$ cat src/rtl/dec_pkg.sv
// Shared opcode encodings, instruction classes and the decoded-record layout
// for the RV32I/RV64I decode stage.
package dec_pkg;

    localparam logic [6:0] OPC_R     = 7'b0110011;
    localparam logic [6:0] OPC_I     = 7'b0010011;
    localparam logic [6:0] OPC_L     = 7'b0000011;
    localparam logic [6:0] OPC_S     = 7'b0100011;
    localparam logic [6:0] OPC_B     = 7'b1100011;
    localparam logic [6:0] OPC_JAL   = 7'b1101111;
    localparam logic [6:0] OPC_JALR  = 7'b1100111;
    localparam logic [6:0] OPC_LUI   = 7'b0110111;
    localparam logic [6:0] OPC_AUIPC = 7'b0010111;
    localparam logic [6:0] OPC_FENCE = 7'b0001111;
    localparam logic [6:0] OPC_SYS   = 7'b1110011;

    typedef enum logic [3:0] {
        CLS_R    = 4'd0,
        CLS_I    = 4'd1,
        CLS_L    = 4'd2,
        CLS_S    = 4'd3,
        CLS_B    = 4'd4,
        CLS_JAL  = 4'd5,
        CLS_JALR = 4'd6,
        CLS_U    = 4'd7,
        CLS_SYS  = 4'd8,
        CLS_ILL  = 4'd9
    } inst_cls_t;

    // imm is held at the widest legal XLEN; the stage narrows it on output
    typedef struct packed {
        logic [6:0]  opcode;
        logic [2:0]  funct3;
        logic [6:0]  funct7;
        logic [4:0]  rs1;
        logic [4:0]  rs2;
        logic [4:0]  rd;
        logic [63:0] imm;
        inst_cls_t   cls;
        logic        illegal;
    } dec_rec_t;

endpackage

$ cat src/rtl/inst_field_dec.sv
// Combinational RV32I/RV64I field decoder: register/function fields,
// sign-extended immediate, instruction class and illegal flag.
module inst_field_dec
    import dec_pkg::*;
#(
    parameter int unsigned XLEN = 32
) (
    input  logic [31:0] inst,
    output dec_rec_t    rec
);

    logic [63:0] imm_w;

    always_comb begin
        rec         = '0;
        imm_w       = '0;
        rec.opcode  = inst[6:0];
        rec.funct3  = inst[14:12];
        rec.funct7  = inst[31:25];
        rec.rs1     = inst[19:15];
        rec.rs2     = inst[24:20];
        rec.rd      = inst[11:7];
        rec.cls     = CLS_ILL;
        rec.illegal = 1'b1;
        if (inst[1:0] == 2'b11) begin
            rec.illegal = 1'b0;
            case (inst[6:0])
                OPC_R:     rec.cls = CLS_R;
                OPC_I:     begin rec.cls = CLS_I;    imm_w = {{52{inst[31]}}, inst[31:20]}; end
                OPC_L:     begin rec.cls = CLS_L;    imm_w = {{52{inst[31]}}, inst[31:20]}; end
                OPC_JALR:  begin rec.cls = CLS_JALR; imm_w = {{52{inst[31]}}, inst[31:20]}; end
                // FENCE is ordering-only, so it is grouped with SYSTEM
                OPC_FENCE: begin rec.cls = CLS_SYS;  imm_w = {{52{inst[31]}}, inst[31:20]}; end
                OPC_SYS:   begin rec.cls = CLS_SYS;  imm_w = {{52{inst[31]}}, inst[31:20]}; end
                OPC_S:     begin rec.cls = CLS_S;    imm_w = {{52{inst[31]}}, inst[31:25], inst[11:7]}; end
                OPC_B: begin
                    rec.cls = CLS_B;
                    imm_w   = {{51{inst[31]}}, inst[31], inst[7], inst[30:25], inst[11:8], 1'b0};
                end
                OPC_JAL: begin
                    rec.cls = CLS_JAL;
                    imm_w   = {{43{inst[31]}}, inst[31], inst[19:12], inst[20], inst[30:21], 1'b0};
                end
                OPC_LUI:   begin rec.cls = CLS_U; imm_w = {{32{inst[31]}}, inst[31:12], 12'b0}; end
                OPC_AUIPC: begin rec.cls = CLS_U; imm_w = {{32{inst[31]}}, inst[31:12], 12'b0}; end
                default: begin
                    rec.cls     = CLS_ILL;
                    rec.illegal = 1'b1;
                end
            endcase
        end
        rec.imm = (XLEN == 32) ? {{32{imm_w[31]}}, imm_w[31:0]} : imm_w;
    end

endmodule

$ cat src/rtl/inst_dec_stage.sv
// Registered decode stage: decodes at accept into a 2-entry head/tail skid
// buffer with valid/ready on both sides, flush, and a consumed-decode counter.
module inst_dec_stage
    import dec_pkg::*;
#(
    parameter int unsigned XLEN  = 32,
    parameter int unsigned PC_W  = 32,
    parameter int unsigned CNT_W = 32
) (
    input  logic             clk,
    input  logic             rst_n,
    input  logic             flush,
    input  logic             in_valid,
    output logic             in_ready,
    input  logic [31:0]      in_inst,
    input  logic [PC_W-1:0]  in_pc,
    output logic             out_valid,
    input  logic             out_ready,
    output logic [PC_W-1:0]  out_pc,
    output logic [6:0]       out_opcode,
    output logic [2:0]       out_funct3,
    output logic [6:0]       out_funct7,
    output logic [4:0]       out_rs1,
    output logic [4:0]       out_rs2,
    output logic [4:0]       out_rd,
    output logic [XLEN-1:0]  out_imm,
    output inst_cls_t        out_cls,
    output logic             out_illegal,
    output logic [CNT_W-1:0] dec_count
);

    generate
        if (XLEN != 32 && XLEN != 64) begin : g_bad_xlen
            $error("inst_dec_stage: XLEN must be 32 or 64");
        end
    endgenerate

    localparam logic [1:0] ST_EMPTY = 2'd0;
    localparam logic [1:0] ST_ONE   = 2'd1;
    localparam logic [1:0] ST_TWO   = 2'd2;

    logic [1:0]      state;
    dec_rec_t        dec_w;
    dec_rec_t        head;
    dec_rec_t        tail;
    logic [PC_W-1:0] head_pc;
    logic [PC_W-1:0] tail_pc;
    logic            accept;
    logic            consume;

    inst_field_dec #(.XLEN(XLEN)) u_field_dec (
        .inst (in_inst),
        .rec  (dec_w)
    );

    assign in_ready  = rst_n && (state != ST_TWO);
    assign out_valid = (state != ST_EMPTY);
    assign accept    = in_valid && in_ready;
    assign consume   = out_valid && out_ready;

    always_ff @(posedge clk) begin
        if (!rst_n) begin
            state     <= ST_EMPTY;
            head      <= '0;
            tail      <= '0;
            head_pc   <= '0;
            tail_pc   <= '0;
            dec_count <= '0;
        end else if (flush) begin
            state <= ST_EMPTY;
        end else begin
            case (state)
                ST_EMPTY: if (accept) begin
                    head    <= dec_w;
                    head_pc <= in_pc;
                    state   <= ST_ONE;
                end
                ST_ONE: begin
                    if (accept && consume) begin
                        head    <= dec_w;
                        head_pc <= in_pc;
                    end else if (accept) begin
                        tail    <= dec_w;
                        tail_pc <= in_pc;
                        state   <= ST_TWO;
                    end else if (consume) begin
                        state <= ST_EMPTY;
                    end
                end
                ST_TWO: if (consume) begin
                    head    <= tail;
                    head_pc <= tail_pc;
                    state   <= ST_ONE;
                end
                default: state <= ST_EMPTY;
            endcase
            if (consume) dec_count <= dec_count + CNT_W'(1);
        end
    end

    assign out_pc      = head_pc;
    assign out_opcode  = head.opcode;
    assign out_funct3  = head.funct3;
    assign out_funct7  = head.funct7;
    assign out_rs1     = head.rs1;
    assign out_rs2     = head.rs2;
    assign out_rd      = head.rd;
    assign out_imm     = XLEN'(head.imm);
    assign out_cls     = head.cls;
    assign out_illegal = head.illegal;

endmodule

$ cat config.mk
export PLATFORM = sky130hd
export DESIGN_NAME = inst_dec_stage
export DESIGN_NICKNAME = d
export VERILOG_FILES = /design/src/rtl/dec_pkg.sv /design/src/rtl/inst_field_dec.sv /design/src/rtl/inst_dec_stage.sv
export SDC_FILE = /design/constraint.sdc
export NUM_CORES = 1
export LEC_CHECK = 0
export CORE_UTILIZATION = 35
export DETAILED_ROUTE_END_ITERATION = 8
export GPL_TIMING_DRIVEN = 0
export PLACE_DENSITY = 0.64
export SYNTH_ARGS = -nofsm -noshare
export SYNTH_HDL_FRONTEND = slang
export SYNTH_HIERARCHICAL = 1
export SYNTH_SLANG_ARGS = --single-unit
$ cat constraint.sdc
create_clock -name clk -period 4.9 [get_ports clk]
set_input_delay 0.49 -clock clk [delete_from_list [all_inputs] [get_ports clk]]
set_output_delay 0.49 -clock clk [all_outputs]
set_load 0.02 [all_outputs]
After elaboration in Yosys (flattened, before gate mapping)
Index checks and enable logic that the tools add are counted.

storage, ports and cells
  flip-flop bits (word level) = 236
  output and inout bits = 135
  input port bits = 69

cells by class
  equality and inequality tests = 20
  bitwise gates (word level) = 3
  reductions and logical operators = 16
  muxes and demuxes = 19
  add/subtract/negate cells = 1

operators with widths
  kind                                                              number
  101-bit 2-to-1 mux                                                3
  101-bit one-hot mux with 3 select lines                           1
  32-bit one-hot mux with 5 select lines                            1
  32-bit 2-to-1 mux                                                 4
  32-bit one-hot mux with 3 select lines                            1
  4-bit one-hot mux with 9 select lines                             1
  32-bit by 1-bit adder with 32-bit output (second input constant)  1
  7-bit == test (second input constant)                             4
  7-bit by 6-bit == test with 1-bit output (second input constant)  3
  7-bit by 5-bit == test with 1-bit output (second input constant)  2
  11-bit OR reduction                                               1
  2-bit 2-to-1 mux                                                  5
  2-bit != test (second input constant)                             5
  4-bit AND reduction                                               2
  7-bit by 2-bit == test with 1-bit output (second input constant)  1
  7-bit by 4-bit == test with 1-bit output (second input constant)  1
  2-bit one-hot mux with 3 select lines                             1
  2-bit OR reduction                                                3
  5-bit 2-to-1 mux                                                  1
  5-bit AND reduction                                               1
  5-bit OR reduction                                                1
  2-bit == test (second input constant)                             2
  1-bit logical AND                                                 4
  3-bit != test (second input constant)                             1
  7 further kinds                                                   9

Logic depth before layout (Yosys ltp)
Gate-level depths: netlist of the first run.

  word-level depth = 6
  gate-level depth with buffers = 9
  gate-level depth less buffers = 6

By module
Netlist of the first run, hierarchy kept.

by module, submodules not included
  module          area an instance (sq um)  times used  cells each
  inst_dec_stage  10,457.5                  1           1,131
  inst_field_dec  1,249.9                   1           192

Least setup slack after synthesis of the first run
Ideal clock, no wire load.

  kind = input port to flip-flop
  from = input in_inst[4]
  to = register head, in the netlist out_imm[31]
  required time = 4.840 ns
  stages on the path = 7
  data arrival time = 3.542 ns
  path slack = 1.299 ns
  buffers on the path = 2
  setup time = 0.060 ns
  cell sequence = buf_2 buf_2 nor4_1 nor3_1 o21ai_0 mux2_2 o311a_1

RTL lines
  element               line                  RTL
  from (decl)           inst_dec_stage.sv:15  input logic [31:0] in_inst,
  to (signal assigned)  inst_dec_stage.sv:74  head <= dec_w;
  to (signal assigned)  inst_dec_stage.sv:80  head <= dec_w;
  to (signal assigned)  inst_dec_stage.sv:91  head <= tail;
  to (decl)             inst_dec_stage.sv:44  dec_rec_t head;

Worst setup path in the final report of the first run
  from = input rst_n
  to = output in_ready

on the way
  longest elaborated chain between the ends = 1

ends and longest elaborated chain
  element            line                  RTL
  from (decl)        inst_dec_stage.sv:11  input logic rst_n,
  1-bit logical AND  inst_dec_stage.sv:56  assign in_ready = rst_n && (state != ST_TWO);
  to (decl)          inst_dec_stage.sv:14  output logic in_ready,

Every way passes these cells.

==> results.py, run 1 <==
metrics = {
    "drt": {
        "routedWlPerCell_um": 19.0,
        "drc_errors": 0,
        "wl_mm": 37.4,
        "drt-initial-drc-count": 681,
        "ant_nets": 0,
        "viasPerCell": 5.42,
        "drt-pass1-iter-count": 5,
        "num_vias": 10696,
    },
    "critical_path": {
        "critPathArrivalTime_ns": 3.04,
        "cp_max_fo": 10,
        "critPathBufInv": 4,
        "rrSetupSlack_ns": 2.37,
        "path_delay_family": "buffers and inverters",
        "rr_worst_depth": 6,
        "critical_path_class": "in2out",
        "critPathLaunch": "rst_n",
        "r2r_start": "state[0]",
        "slowest_stage": "clkdlybuf4s50_1",
        "critPathRequiredTime_ns": 4.41,
        "reg2reg_to": "tail[77]",
        "end_kind": "output port",
        "crit_chain": "clkdlybuf4s50_1 > clkbuf_1 > clkbuf_1 > and2_1 > clkdlybuf4s50_1",
        "slowest_delay_ns": 0.63,
        "cp-start-kind": "input port",
    },
    "global_routing": {
        "grt_pass1_vias": 10188,
        "grtUsageMet1_pct": 30.1,
        "grt_max_degree": 13,
        "grt.busiest_layer": "met2",
        "grt_overflow": 0,
        "grt_pass1_wl_mm": 58.2,
        "grtUsageTotal_pct": 21.8,
        "antenna_found_initial": 1,
        "use_met3_pct": 5.38,
        "use_met2_pct": 34.3,
    },
    "timing": {
        "worst_pin_slew_ns": 0.926,
        "setup_viol_count_final": 0,
        "slew-limit-headroom_pct": 38.3,
        "max_freq_mhz": 283,
        "layout_min_cycle_time_ns": 3.53,
        "drv_slew": 0,
        "rsz0062_at_grt": "no",
        "finClkSkew_ns": 0.00949,
        "fin_crit_sh_pct": 72.1,
        "finalSetupTns_ns": 0,
        "hold_viol": 0,
    },
    "floorplan": {
        "die_y_um": 183,
        "die_area_um2": 33500,
        "rows": 65,
        "ios": 204,
        "core_area_um2": 31900,
        "initial_core_util_pct": 36.0,
        "die_w_um": 183,
    },
    "flow_run": {
        "max_cap_violations": 0,
    },
    "clocking": {
        "worstSkewPairLatency_ns": 0.54,
        "clock_sinks": 236,
        "cts-hold-fix-buffers": 0,
        "numCtsBuffers": 26,
        "cts_resized": 0,
        "cts_tree": "built",
        "cts.path.max_buffers": 3,
        "cts-root-buf": "clkbuf_16",
        "post_cts_buffers": 0,
        "h-tree-depth": 1,
        "clk_pin_slew_ns": 0.06,
    },
    "cells_and_area": {
        "stdcell_count": 1972,
        "nets": 1590,
        "syn_to_final_growth_pct": 29.9,
        "fill_cells": 3072,
        "drive_gt1_share_pct": 14.4,
        "final_area_um2": 14900,
    },
    "placed_design": {
        "dpl.cell_count": 1927,
        "place_congestion": 0.913,
        "port_buffers": 201,
        "dp_hpwl_mm": 26.6,
        "place_area_um2": 14000,
    },
    "synthesis": {
        "syn_inst": 1291,
        "ys.warnings.count": 6,
        "syn_area_per_cell_um2": 8.88,
        "netlist_area_um2": 11500,
        "syn_nets": 1361,
    },
    "min_path": {
        "min_from": "in_inst[2]",
        "min_path_cells": 3,
        "holdPathEnd": "tail[96]",
        "min-delay-path-class": "in2reg",
    },
    "status": {
        "outcome": "complete, no violations",
    },
    "power_and_ir_drop": {
        "total_power_mw": 4.58,
        "peakVddDrop_v": 0.000258,
        "p_per_area_nw_per_um2": 307,
        "p_leak_nw": 5.30,
    },
}
-- where the power goes --
group          switching, mW  internal [mW]
clock network          0.811           1.18
logic                  0.318          0.267
registers             0.0284           1.97
-- flip-flops by register name (all words and copies together) (netlist names), 7 cells and up --
register / flops
out_imm: 32
out_pc: 32
out_opcode: 7
tail_pc: 32
tail: 69
dec_count: 32
out_funct7: 7
-- layout by cell type, fill, tap and decap left out, types with 3 or more instances in the layout --
master and n:
clkinv_2 3, buf_4 32, and3_1 3, o311a_1 101
buf_2 37, clkbuf_1 86, mux2_1 7, nor4_1 11
a22o_1 4, buf_6 3, dfxtp_1 236, o21bai_1 101
clkbuf_16 27, clkdlybuf4s50_1 201, nand2b_1 9, nor2_1 15
and4_1 5, and2_1 7, nand4_1 19, mux2i_1 9
nand2_1 246, nor3_1 4, or4_1 15, a21oi_1 139
mux2_2 94, o31ai_1 13, or3_1 6, a21o_1 10
clkbuf_8 9, nand3_1 14, inv_1 7, o21ai_0 14
nor2b_1 7, xor2_1 3
-- metal layers --
metal | share of wire, % | vias up
met5 | 0.027 | -
met4 | 2.0 | 2
met3 | 8.7 | 46
met2 | 44 | 398
met1 | 45 | 5124
li1 | - | 5126
-- metrics by stage --
stage / setup slack (ns) / util [%] / hold WS, ns
final: 1.37 / 46.7 / 0.211
after global routing: 1.25 / 46.7 / 0.212
after CTS: 1.33 / 46.7 / 0.187
after detailed placement: 1.33 / 44.0 / 0.444
after global placement: 1.31 / 44.0 / 0.438
after floorplan: 2.77 / - / 0.432
-- cell type report --
type                    count  area (um2)  area share (%)
clock buffers              39         811            5.44
inverters                   9        33.8           0.227
flip-flops and latches    236        4720            31.7
plain buffers             159         788            5.29
clock inverters             5        53.8           0.361
diodes                      1        2.50          0.0168
well taps                 435         544            3.66
multi-input cells         887        5920            39.8
repair buffers            201        2010            13.5
-- worst min-delay path, cell delays in order --
cell	delay, ns
buf_4	0.11
nand2_1	0.05
a21oi_1	0.05
-- worst max path at each step --
stage             endpoint  slack (ns)  depth (start not counted)
3_3_place_gp      in_ready        1.31                          5
6_report          in_ready        1.37                          5
4_1_cts           in_ready        1.33                          5
5_1_grt           in_ready        1.25                          5
3_5_place_dp      in_ready        1.33                          5
2_1_floorplan  out_imm[16]        2.77                          7
Power figures use the tool's default switching activity.
==> run 2: changes to the inputs <==
PLACE_DENSITY = 0.66   (was 0.64)
clock period = 2.9 ns   (was 4.9 ns; I/O delays follow)
==> results.py, run 2 (synthesis gave the netlist of run 1 again) <==
metrics = {
    "clocking": {
        "worstSkewPairLatency_ns": 0.54,
        "cts.path.max_buffers": 3,
        "cts-root-buf": "clkbuf_16",
        "cts_tree": "built",
        "clock_sinks": 236,
        "clk_pin_slew_ns": 0.06,
        "cts_resized": 2,
        "cts-hold-fix-buffers": 0,
        "post_cts_buffers": 0,
        "numCtsBuffers": 27,
        "h-tree-depth": 1,
    },
    "critical_path": {
        "cp_common_cell": "buf_2",
        "end_kind": "output port",
        "critical_path_class": "reg2out",
        "cp_num_cells": 5,
        "critPathArrivalTime_ns": 2.49,
        "cp_max_fo": 19,
        "critPathRequiredTime_ns": 2.61,
        "cp-start-kind": "flip-flop",
        "slowest_stage": "clkdlybuf4s50_1",
        "slowest_delay_ns": 0.62,
        "crit_chain": "nand2b_1 > buf_2 > buf_2 > and2_1 > clkdlybuf4s50_1",
        "critPathBufInv": 3,
        "path_delay_family": "buffers and inverters",
        "rr_worst_depth": 6,
    },
    "global_routing": {
        "grt_pass1_vias": 10385,
        "grt_max_degree": 20,
        "grt_overflow": 0,
        "grt_pass1_wl_mm": 58.4,
        "grtUsageTotal_pct": 22.0,
        "antenna_found_initial": 1,
    },
    "floorplan": {
        "rows": 65,
        "die_area_um2": 33500,
        "die_y_um": 183,
        "ios": 204,
        "die_w_um": 183,
        "core_area_um2": 31900,
        "initial_core_util_pct": 36.0,
    },
    "timing": {
        "fin_crit_sh_pct": 95.9,
        "max_freq_mhz": 360,
        "slew-limit-headroom_pct": 30.1,
        "drv_slew": 0,
        "layout_min_cycle_time_ns": 2.78,
        "worst_pin_slew_ns": 1.05,
        "setup_viol_count_final": 0,
        "hold_viol": 0,
        "whs_ns": 0.0226,
        "rsz0062_at_grt": "no",
        "finClkSkew_ns": 0.00922,
        "finalSetupTns_ns": 0,
    },
    "drt": {
        "wl_mm": 37.5,
        "ant_nets": 0,
        "viasPerCell": 5.45,
        "drt-pass1-iter-count": 8,
        "num_vias": 10776,
        "routedWlPerCell_um": 19.0,
        "drc_errors": 0,
        "drt-initial-drc-count": 768,
    },
    "cells_and_area": {
        "layout_common_cells": "nand2_1, dfxtp_1, clkdlybuf4s50_1, a21oi_1",
        "regMostFlops": "tail",
        "nets": 1590,
        "drive_gt1_share_pct": 14.6,
        "syn_to_final_growth_pct": 30.5,
        "largest_reg_flops": 69,
        "layout_commonest_cell": "nand2_1",
    },
    "min_path": {
        "min-delay-path-class": "in2reg",
        "min_path_cells": 3,
    },
    "status": {
        "outcome": "complete, no violations",
    },
    "placed_design": {
        "port_buffers": 201,
        "dp_hpwl_mm": 26.8,
        "place_congestion": 0.889,
    },
    "power_and_ir_drop": {
        "p_leak_nw": 5.33,
        "p_per_area_nw_per_um2": 532,
        "peakVddDrop_v": 0.000604,
    },
    "flow_run": {
        "max_cap_violations": 0,
    },
}
[run 2: worst register-to-register path, cell delays in order (launching register included)]
cell and delay (ns):
dfxtp_1 0.39, nand2b_1 0.12, buf_2 0.17, buf_2 0.41, clkbuf_1 0.55, mux2_2 0.46, o311a_1 0.29
[run 2: worst paths after layout]
kind / startpoint / slack, ns / end
setup / recovery: state[0] / 0.12 / in_ready
hold / removal: in_inst[2] / 0.02 / tail[96]
setup reg to reg: state[0] / 0.41 / out_funct7[3]
hold reg to reg: tail_pc[30] / 0.45 / tail_pc[30]
[run 2: layer usage]
metal / part of all wire, % / track usage [%]
met1: 43 / 29.0
met2: 44 / 34.8
met3: 9.6 / 6.22
met4: 2.9 / 6.33
met5: 0.14 / 1.19
[run 2: final cells by class]
cell class,count,area [um2]
Fill cell,3087,16900
Multi-Input combinational cell,887,5920
Sequential cell,236,4720
Timing Repair Buffer,201,2010
Clock buffer,42,812
Buffer,158,787
Tap cell,435,544
Clock inverter,8,128
Inverter,9,33.8
Antenna cell,2,5.00
[run 2: where the power goes]
part / switching [mW] / internal (mW)
combinational: 0.544 / 0.452
clock: 1.40 / 2.19
sequential: 0.0486 / 3.33
[run 2: per-stage QoR]
stage                     setup slack, ns  cell area, um2  util, %  power [mW]  instances
after floorplan                     0.969           11500        -        3.98       1291
after global placement             -0.235           14000     44.0        4.42       1927
after detailed placement           -0.235           14000     44.0        4.43       1927
after CTS                          0.0928           15000     46.9        8.01       1976
after global routing               0.0225           15000     46.9        8.23       1976
final                               0.120           15000     46.9        7.96       1978
